===== src/rtl/wb_slave_mux.sv =====
// rtl/wb_slave_mux.sv - Wishbone single-master to NUM_SLAVES address-decoded slave mux.
// Optional slave-ack timeout is enabled by defining WB_SLAVE_MUX_TIMEOUT_EN.
module wb_slave_mux #(
    parameter int NUM_SLAVES = 2,
    parameter int SLAVE_AW   = 4,
    parameter int DW         = 8,
    parameter int TIMEOUT    = 255,
    localparam int SEL_W     = (NUM_SLAVES > 1) ? $clog2(NUM_SLAVES) : 1,
    localparam int AW        = SEL_W + SLAVE_AW
) (
    input  logic                     wb_clk_i,
    input  logic                     wb_rst_n,
    input  logic                     wb_cyc_i,
    input  logic                     wb_stb_i,
    input  logic                     wb_we_i,
    input  logic [AW-1:0]            wb_adr_i,
    input  logic [DW-1:0]            wb_dat_i,
    output logic [DW-1:0]            wb_dat_o,
    output logic                     wb_ack_o,
    output logic                     wb_err_o,
    output logic [NUM_SLAVES-1:0]    s_cyc_o,
    output logic [NUM_SLAVES-1:0]    s_stb_o,
    output logic                     s_we_o,
    output logic [SLAVE_AW-1:0]      s_adr_o,
    output logic [DW-1:0]            s_dat_o,
    input  logic [NUM_SLAVES*DW-1:0] s_dat_i,
    input  logic [NUM_SLAVES-1:0]    s_ack_i
);

    if (NUM_SLAVES < 1 || NUM_SLAVES > 8 || TIMEOUT < 1 || TIMEOUT > 255) begin : g_bad_param
        $error("wb_slave_mux: illegal NUM_SLAVES or TIMEOUT");
    end

    typedef enum logic [1:0] {IDLE, BUSY, DONE} state_t;

    localparam logic [SEL_W:0] NS_LIM = (SEL_W+1)'(NUM_SLAVES);

    state_t                  state;
    logic [SEL_W-1:0]        sel_q;
    logic [DW-1:0]           rd_q;
    logic                    hold;
    logic [SEL_W-1:0]        req_sel;
    logic [NUM_SLAVES-1:0]   req_oh;
    logic                    in_range;
    logic                    ack_sel;
    logic [DW-1:0]           rd_sel;
`ifdef WB_SLAVE_MUX_TIMEOUT_EN
    localparam logic [7:0]   TO_LAST = 8'(TIMEOUT - 1);
    logic [7:0]              cnt;
`endif

    always_comb begin
        req_sel  = wb_adr_i[AW-1:SLAVE_AW];
        in_range = ({1'b0, req_sel} < NS_LIM);
        req_oh   = '0;
        ack_sel  = 1'b0;
        rd_sel   = '0;
        for (int k = 0; k < NUM_SLAVES; k++) begin
            req_oh[k] = (req_sel == SEL_W'(k));
            if (sel_q == SEL_W'(k)) begin
                ack_sel = s_ack_i[k];
                rd_sel  = s_dat_i[k*DW +: DW];
            end
        end
    end

    // hold blocks recapture of a strobe that is still asserted after its ack/err.
    always_ff @(posedge wb_clk_i or negedge wb_rst_n) begin
        if (!wb_rst_n) begin
            state    <= IDLE;
            sel_q    <= '0;
            rd_q     <= '0;
            hold     <= 1'b0;
            s_cyc_o  <= '0;
            s_stb_o  <= '0;
            s_we_o   <= 1'b0;
            s_adr_o  <= '0;
            s_dat_o  <= '0;
            wb_dat_o <= '0;
            wb_ack_o <= 1'b0;
            wb_err_o <= 1'b0;
`ifdef WB_SLAVE_MUX_TIMEOUT_EN
            cnt      <= '0;
`endif
        end else begin
            if (!(wb_cyc_i && wb_stb_i)) hold <= 1'b0;
            case (state)
                IDLE: begin
                    if (wb_cyc_i && wb_stb_i && !hold) begin
                        sel_q   <= req_sel;
                        s_adr_o <= wb_adr_i[SLAVE_AW-1:0];
                        s_we_o  <= wb_we_i;
                        s_dat_o <= wb_dat_i;
`ifdef WB_SLAVE_MUX_TIMEOUT_EN
                        cnt     <= '0;
`endif
                        if (in_range) begin
                            s_cyc_o <= req_oh;
                            s_stb_o <= req_oh;
                            state   <= BUSY;
                        end else begin
                            wb_err_o <= 1'b1;
                            wb_dat_o <= '1;
                            hold     <= 1'b1;
                            state    <= DONE;
                        end
                    end
                end
                BUSY: begin
                    if (!wb_cyc_i) begin
                        s_cyc_o <= '0;
                        s_stb_o <= '0;
                        state   <= DONE;
                    end else if (ack_sel) begin
                        s_cyc_o  <= '0;
                        s_stb_o  <= '0;
                        wb_ack_o <= 1'b1;
                        if (!s_we_o) begin
                            rd_q     <= rd_sel;
                            wb_dat_o <= rd_sel;
                        end
                        hold  <= 1'b1;
                        state <= DONE;
                    end
`ifdef WB_SLAVE_MUX_TIMEOUT_EN
                    else if (cnt == TO_LAST) begin
                        s_cyc_o  <= '0;
                        s_stb_o  <= '0;
                        wb_err_o <= 1'b1;
                        wb_dat_o <= '1;
                        hold     <= 1'b1;
                        state    <= DONE;
                    end else begin
                        cnt <= cnt + 8'd1;
                    end
`endif
                end
                DONE: begin
                    wb_ack_o <= 1'b0;
                    wb_err_o <= 1'b0;
                    wb_dat_o <= rd_q;
                    state    <= IDLE;
                end
                default: state <= IDLE;
            endcase
        end
    end

endmodule


===== config.mk =====
export PLATFORM = sky130hd
export DESIGN_NAME = wb_slave_mux
export DESIGN_NICKNAME = d
export VERILOG_FILES = /design/src/rtl/wb_slave_mux.sv
export SDC_FILE = /design/constraint.sdc
export NUM_CORES = 1
export LEC_CHECK = 0
export ABC_AREA = 1
export BUFFER_PORTS_ARGS = -buffer_cell sky130_fd_sc_hd__buf_4
export CORE_ASPECT_RATIO = 1.75
export CORE_UTILIZATION = 40
export DETAILED_ROUTE_END_ITERATION = 10
export PLACE_DENSITY_LB_ADDON = 0.12
export SLEW_MARGIN = 40
export SYNTH_ARGS = -nofsm -noshare
export SYNTH_HDL_FRONTEND = slang
export SYNTH_SLANG_ARGS = --single-unit

===== constraint.sdc =====
create_clock -name wb_clk_i -period 1.76 [get_ports wb_clk_i]
set_input_delay 0 -clock wb_clk_i [delete_from_list [all_inputs] [get_ports wb_clk_i]]
set_output_delay 0 -clock wb_clk_i [all_outputs]
set_load 0.02 [all_outputs]

### After elaboration in Yosys (flattened, before gate mapping)

Index checks and enable logic that the tools add are counted.

* register bits after elaboration: 36
* input bits: 36
* output and inout bits: 27

* bitwise operators: 2
* equal/unequal tests: 7
* mux-type cells: 21
* reduce and logical (&&, ||, !) cells: 12

Operators by type and width (count)
* two-way mux 8 bit: 4
* case mux 8 bit (2 select lines): 1
* two-way mux 2 bit: 6
* inequality test 2 bit (second input constant): 4
* case mux 2 bit (2 select lines): 2
* AND reduction 4 bit: 2
* two-way mux 1 bit: 7
* AND reduction 3 bit: 2
* AND reduction 2 bit: 2
* nonzero test 2 bit: 2
* inequality test 3 bit (second input constant): 1
* equality test 2 x 1 -> 1 bit (second input constant): 1
* equality test 2 bit (second input constant): 1
* logical AND 1 bit: 2
* zero test 2 bit: 1
* NOT 1 bit: 2
* case mux 1 bit (2 select lines): 1
* zero test 1 bit: 1

### Depth between registers and ports, before layout

* depth after elaboration: 5
* mapped depth: 8

### Least setup slack after synthesis

Ideal clock, no wire load.

* path type: register -> register
* start: register s_we_o
* end: register rd_q[3]
* setup slack: 602 ps
* setup time: 118 ps
* required time: 1642 ps
* arrival time: 1040 ps
* cell stages (with the launch flop): 6
* path buffers: 1
* cell sequence: dfrtp_1 -> nor2_1 -> nand3_4 -> buf_6 -> nand2_2 -> o21ai_2

* word-level cells in the longest chain between the ends: 2

Ends and longest elaborated chain
* start: declaration: RTL line 23 `output logic s_we_o,`
* start signal: assignment: RTL line 92 `s_we_o <= wb_we_i;`
* NOT 1 bit (no line)
* AND reduction 4 bit (no line)
* end signal: assignment: RTL line 119 `rd_q <= rd_sel;`
* end: declaration: RTL line 40 `logic [DW-1:0] rd_q;`

Every way passes these cells.
A chain may end at the register's enable or synchronous reset.

### Worst setup path in the final report

* start: register sel_q
* end: register rd_q[2]

* word-level cells in the longest chain between the ends: 2

Ends and longest elaborated chain
* start: declaration: RTL line 39 `logic [SEL_W-1:0] sel_q;`
* start signal: assignment: RTL line 90 `sel_q <= req_sel;`
* two-way mux 1 bit: RTL line 60 `if (sel_q == SEL_W'(k)) begin`
* AND reduction 4 bit (no line)

Parallel ways exist; a longest one is shown, timed or not.

==> results.py <==
metrics = {
    "run_status": {
        "status": "finished clean",
    },
    "drt": {
        "wl_per_cell_um": 12.2,
        "via_count": 1529,
        "ant_nets": 0,
        "wl_um": 4050,
        "drt-vias-per-instance": 4.59,
        "first_pass_iters": 4,
        "drc": 0,
        "drt_iter0_markers": 26,
    },
    "global_route": {
        "grt_pass1_wl_um": 6480,
        "grtUsageTotal_pct": 18.9,
        "grt_pass1_vias": 1491,
        "grt_antenna_before_repair": 0,
        "grt_overflow_total": 0,
        "grt_start_max_net_pins": 37,
    },
    "critical_path": {
        "crit_fanout": 15,
        "reg2reg_slack_ps": 390,
        "start_kind": "flip-flop",
        "cp.arrival_ps": 1540,
        "cp-end-kind": "flip-flop",
        "worstRegToRegCells": 6,
        "r2r-start": "sel_q",
        "cp.required_ps": 1930,
        "r2r-end": "rd_q[2]",
        "crit_type": "flip-flop to flip-flop",
    },
    "sta": {
        "maxSlewViolCount": 0,
        "hold_viol_final": 0,
        "setup_ws_ps": 387,
        "period_share_pct": 78.0,
        "min_period_ps": 1370,
        "tns_ps": 0,
        "rsz0062_at_grt": "no",
        "clock.fmax_mhz": 728,
        "skew_ps": 5.89,
        "setup_violations": 0,
    },
    "hold_path": {
        "min_from": "wb_stb_i",
        "min_path_type": "input port to flip-flop",
        "min_path_cells": 3,
        "holdPathEnd": "hold",
    },
    "synth": {
        "ys_ff_latch": 36,
        "yosysSeqAreaShare_pct": 51.3,
        "synth-edff-count": 0,
        "yosysWarnings": 0,
        "synth_top_family_by_area": "simple AND/OR/NAND/NOR gates",
        "synth_top_area_cell": "dfrtp_1",
        "syn_area_sq_um": 1760,
        "synth.most_common_cell": "nand2_1",
        "synth_common_cells": "nand2_1, dfrtp_1, nand2_2, nand3_2, o21ai_2",
        "synthFlopType": "dfrtp_1",
        "avgSynthCellArea_sq_um": 8.49,
        "synthAdderAreaFrac_pct": 0,
        "synth.area.mux_share_pct": 0,
        "synthXorXnorAreaFrac_pct": 0,
        "ys_async_sr_fraction_pct": 100,
        "yosys.area_share.simple_pct": 36.3,
        "synthCells": 207,
        "yosysUniqueCellTypes": 20,
        "syn_nets": 243,
        "synth_compound_area_share_pct": 5.13,
        "yosysTopAreaCellShare_pct": 51.3,
        "synth_area_leaders": "dfrtp_1, nand2_1, nand3_2",
    },
    "finish": {
        "antenna_cells": 0,
        "syn2layout_area_growth_pct": 40.8,
        "drive_above_1_share_pct": 36.6,
        "fillers": 393,
        "final_nets": 320,
    },
    "place": {
        "port_buffers": 61,
        "hpwl_um": 2860,
        "pre_cts_slack_ps": 402,
        "place_congestion": 0.750,
    },
    "clocking": {
        "cts_tree": "done",
        "cts_made_buffers": 5,
        "clock-sinks": 36,
        "root_buffer": "clkbuf_8",
        "clkTransAtPathRegs_ps": 70,
        "clk_latency_ps": 280,
        "max-clock-path-buffers": 2,
        "cts_max_level": 2,
        "cts-resized-gates": 0,
    },
    "die": {
        "coreArea_sq_um": 4190,
        "core.rowCount": 31,
        "die_w_um": 52.1,
        "die_y_um": 89.7,
        "pin_count": 63,
        "dieArea_sq_um": 4670,
        "initial_core_util_pct": 41.9,
    },
    "power_and_ir_drop": {
        "p_total_mw": 3.54,
        "peakVddDrop_uv": 993,
        "power.density_nw_per_um2": 1430,
        "p_leak_nw": 1.37,
    },
    "flow_run": {
        "maxCapViolations": 0,
    },
}
-- per-layer routing --
| layer | vias to the layer above | global-route usage (%) | wire length (um) | share of wire [%] |
|---|---|---|---|---|
| met3 | 7 | 4.04 | 157 | 3.9 |
| met5 | - | 0 | 0 | 0 |
| met2 | 42 | 35.9 | 2270 | 56 |
| met4 | 0 | 7.86 | 71 | 1.8 |
| li1 | 784 | - | - | - |
| met1 | 696 | 19.1 | 1550 | 38 |
-- cell families after synthesis --
family,after synthesis
flip-flops,36
AND/OR/NAND/NOR,140
AO/OA/AOI/OAI,12
buffers and inverters,18
other,1
-- stage by stage --
step,instances,cell area [sq um],util (%),hold WS [ps]
finish,333,2470,59.1,49.3
global route,333,2470,59.1,80.9
CTS,333,2470,59.1,53.4
detailed placement,311,2230,53.2,-15.1
global placement,311,2230,53.2,-14.9
floorplan,207,1760,-,-296
-- power breakdown --
part / internal [mW] / total [mW] / switching [mW] / leakage, nW
sequential: 1.16 / 1.39 / 0.230 / 0.456
combinational: 0.661 / 1.52 / 0.860 / 0.864
clock: 0.349 / 0.633 / 0.285 / 0.0503
total: 2.17 / 3.54 / 1.37 / 1.37
-- sequential cells by signal, indices dropped and copies added (netlist names) --
signal / flops
rd_q: 8
s_dat_o: 8
wb_dat_o: 8
s_adr_o: 4
s_stb_o: 2
state: 2
hold: 1
s_we_o: 1
sel_q: 1
wb_ack_o: 1
-- layout by cell type (no fill, tap or decap), drive strengths merged --
master / count
buf: 64
dfrtp: 36
nand3: 13
a21oi: 1
dlygate4sd3: 15
or2: 1
clkbuf: 7
nand2: 122
o21ai: 11
inv: 9
nor2: 4
conb: 1
-- worst max-delay path: stages, from the launching register on --
cell and delay (ps):
dfrtp_1 510, nand2_2 120, nand2_4 100, nand3_4 170, buf_12 230, nand2_1 70
o21ai_2 50
-- final cells by class --
| type | instances | area, sq um | area share, % |
|---|---|---|---|
| multi-input combinational | 153 | 731 | 29.5 |
| tap | 49 | 61.3 | 2.48 |
| clock buffer | 7 | 96.3 | 3.89 |
| timing repair buffer | 79 | 643 | 26.0 |
| inverter | 9 | 41.3 | 1.67 |
| sequential | 36 | 901 | 36.4 |
-- worst max-delay path by stage --
stage | startpoint | end
floorplan | s_we_o | rd_q[3]
global placement | sel_q | rd_q[2]
detailed placement | sel_q | rd_q[2]
CTS | sel_q | rd_q[2]
global route | state[1] | wb_dat_o[7]
finish | sel_q | rd_q[2]
-- repair_timing --
item | 4_1_cts | 5_1_grt
hold endpoints to repair | 52 | 0
hold buffers | 15 | 0
setup buffers | 0 | 0
(Power assumes the default switching activity.)
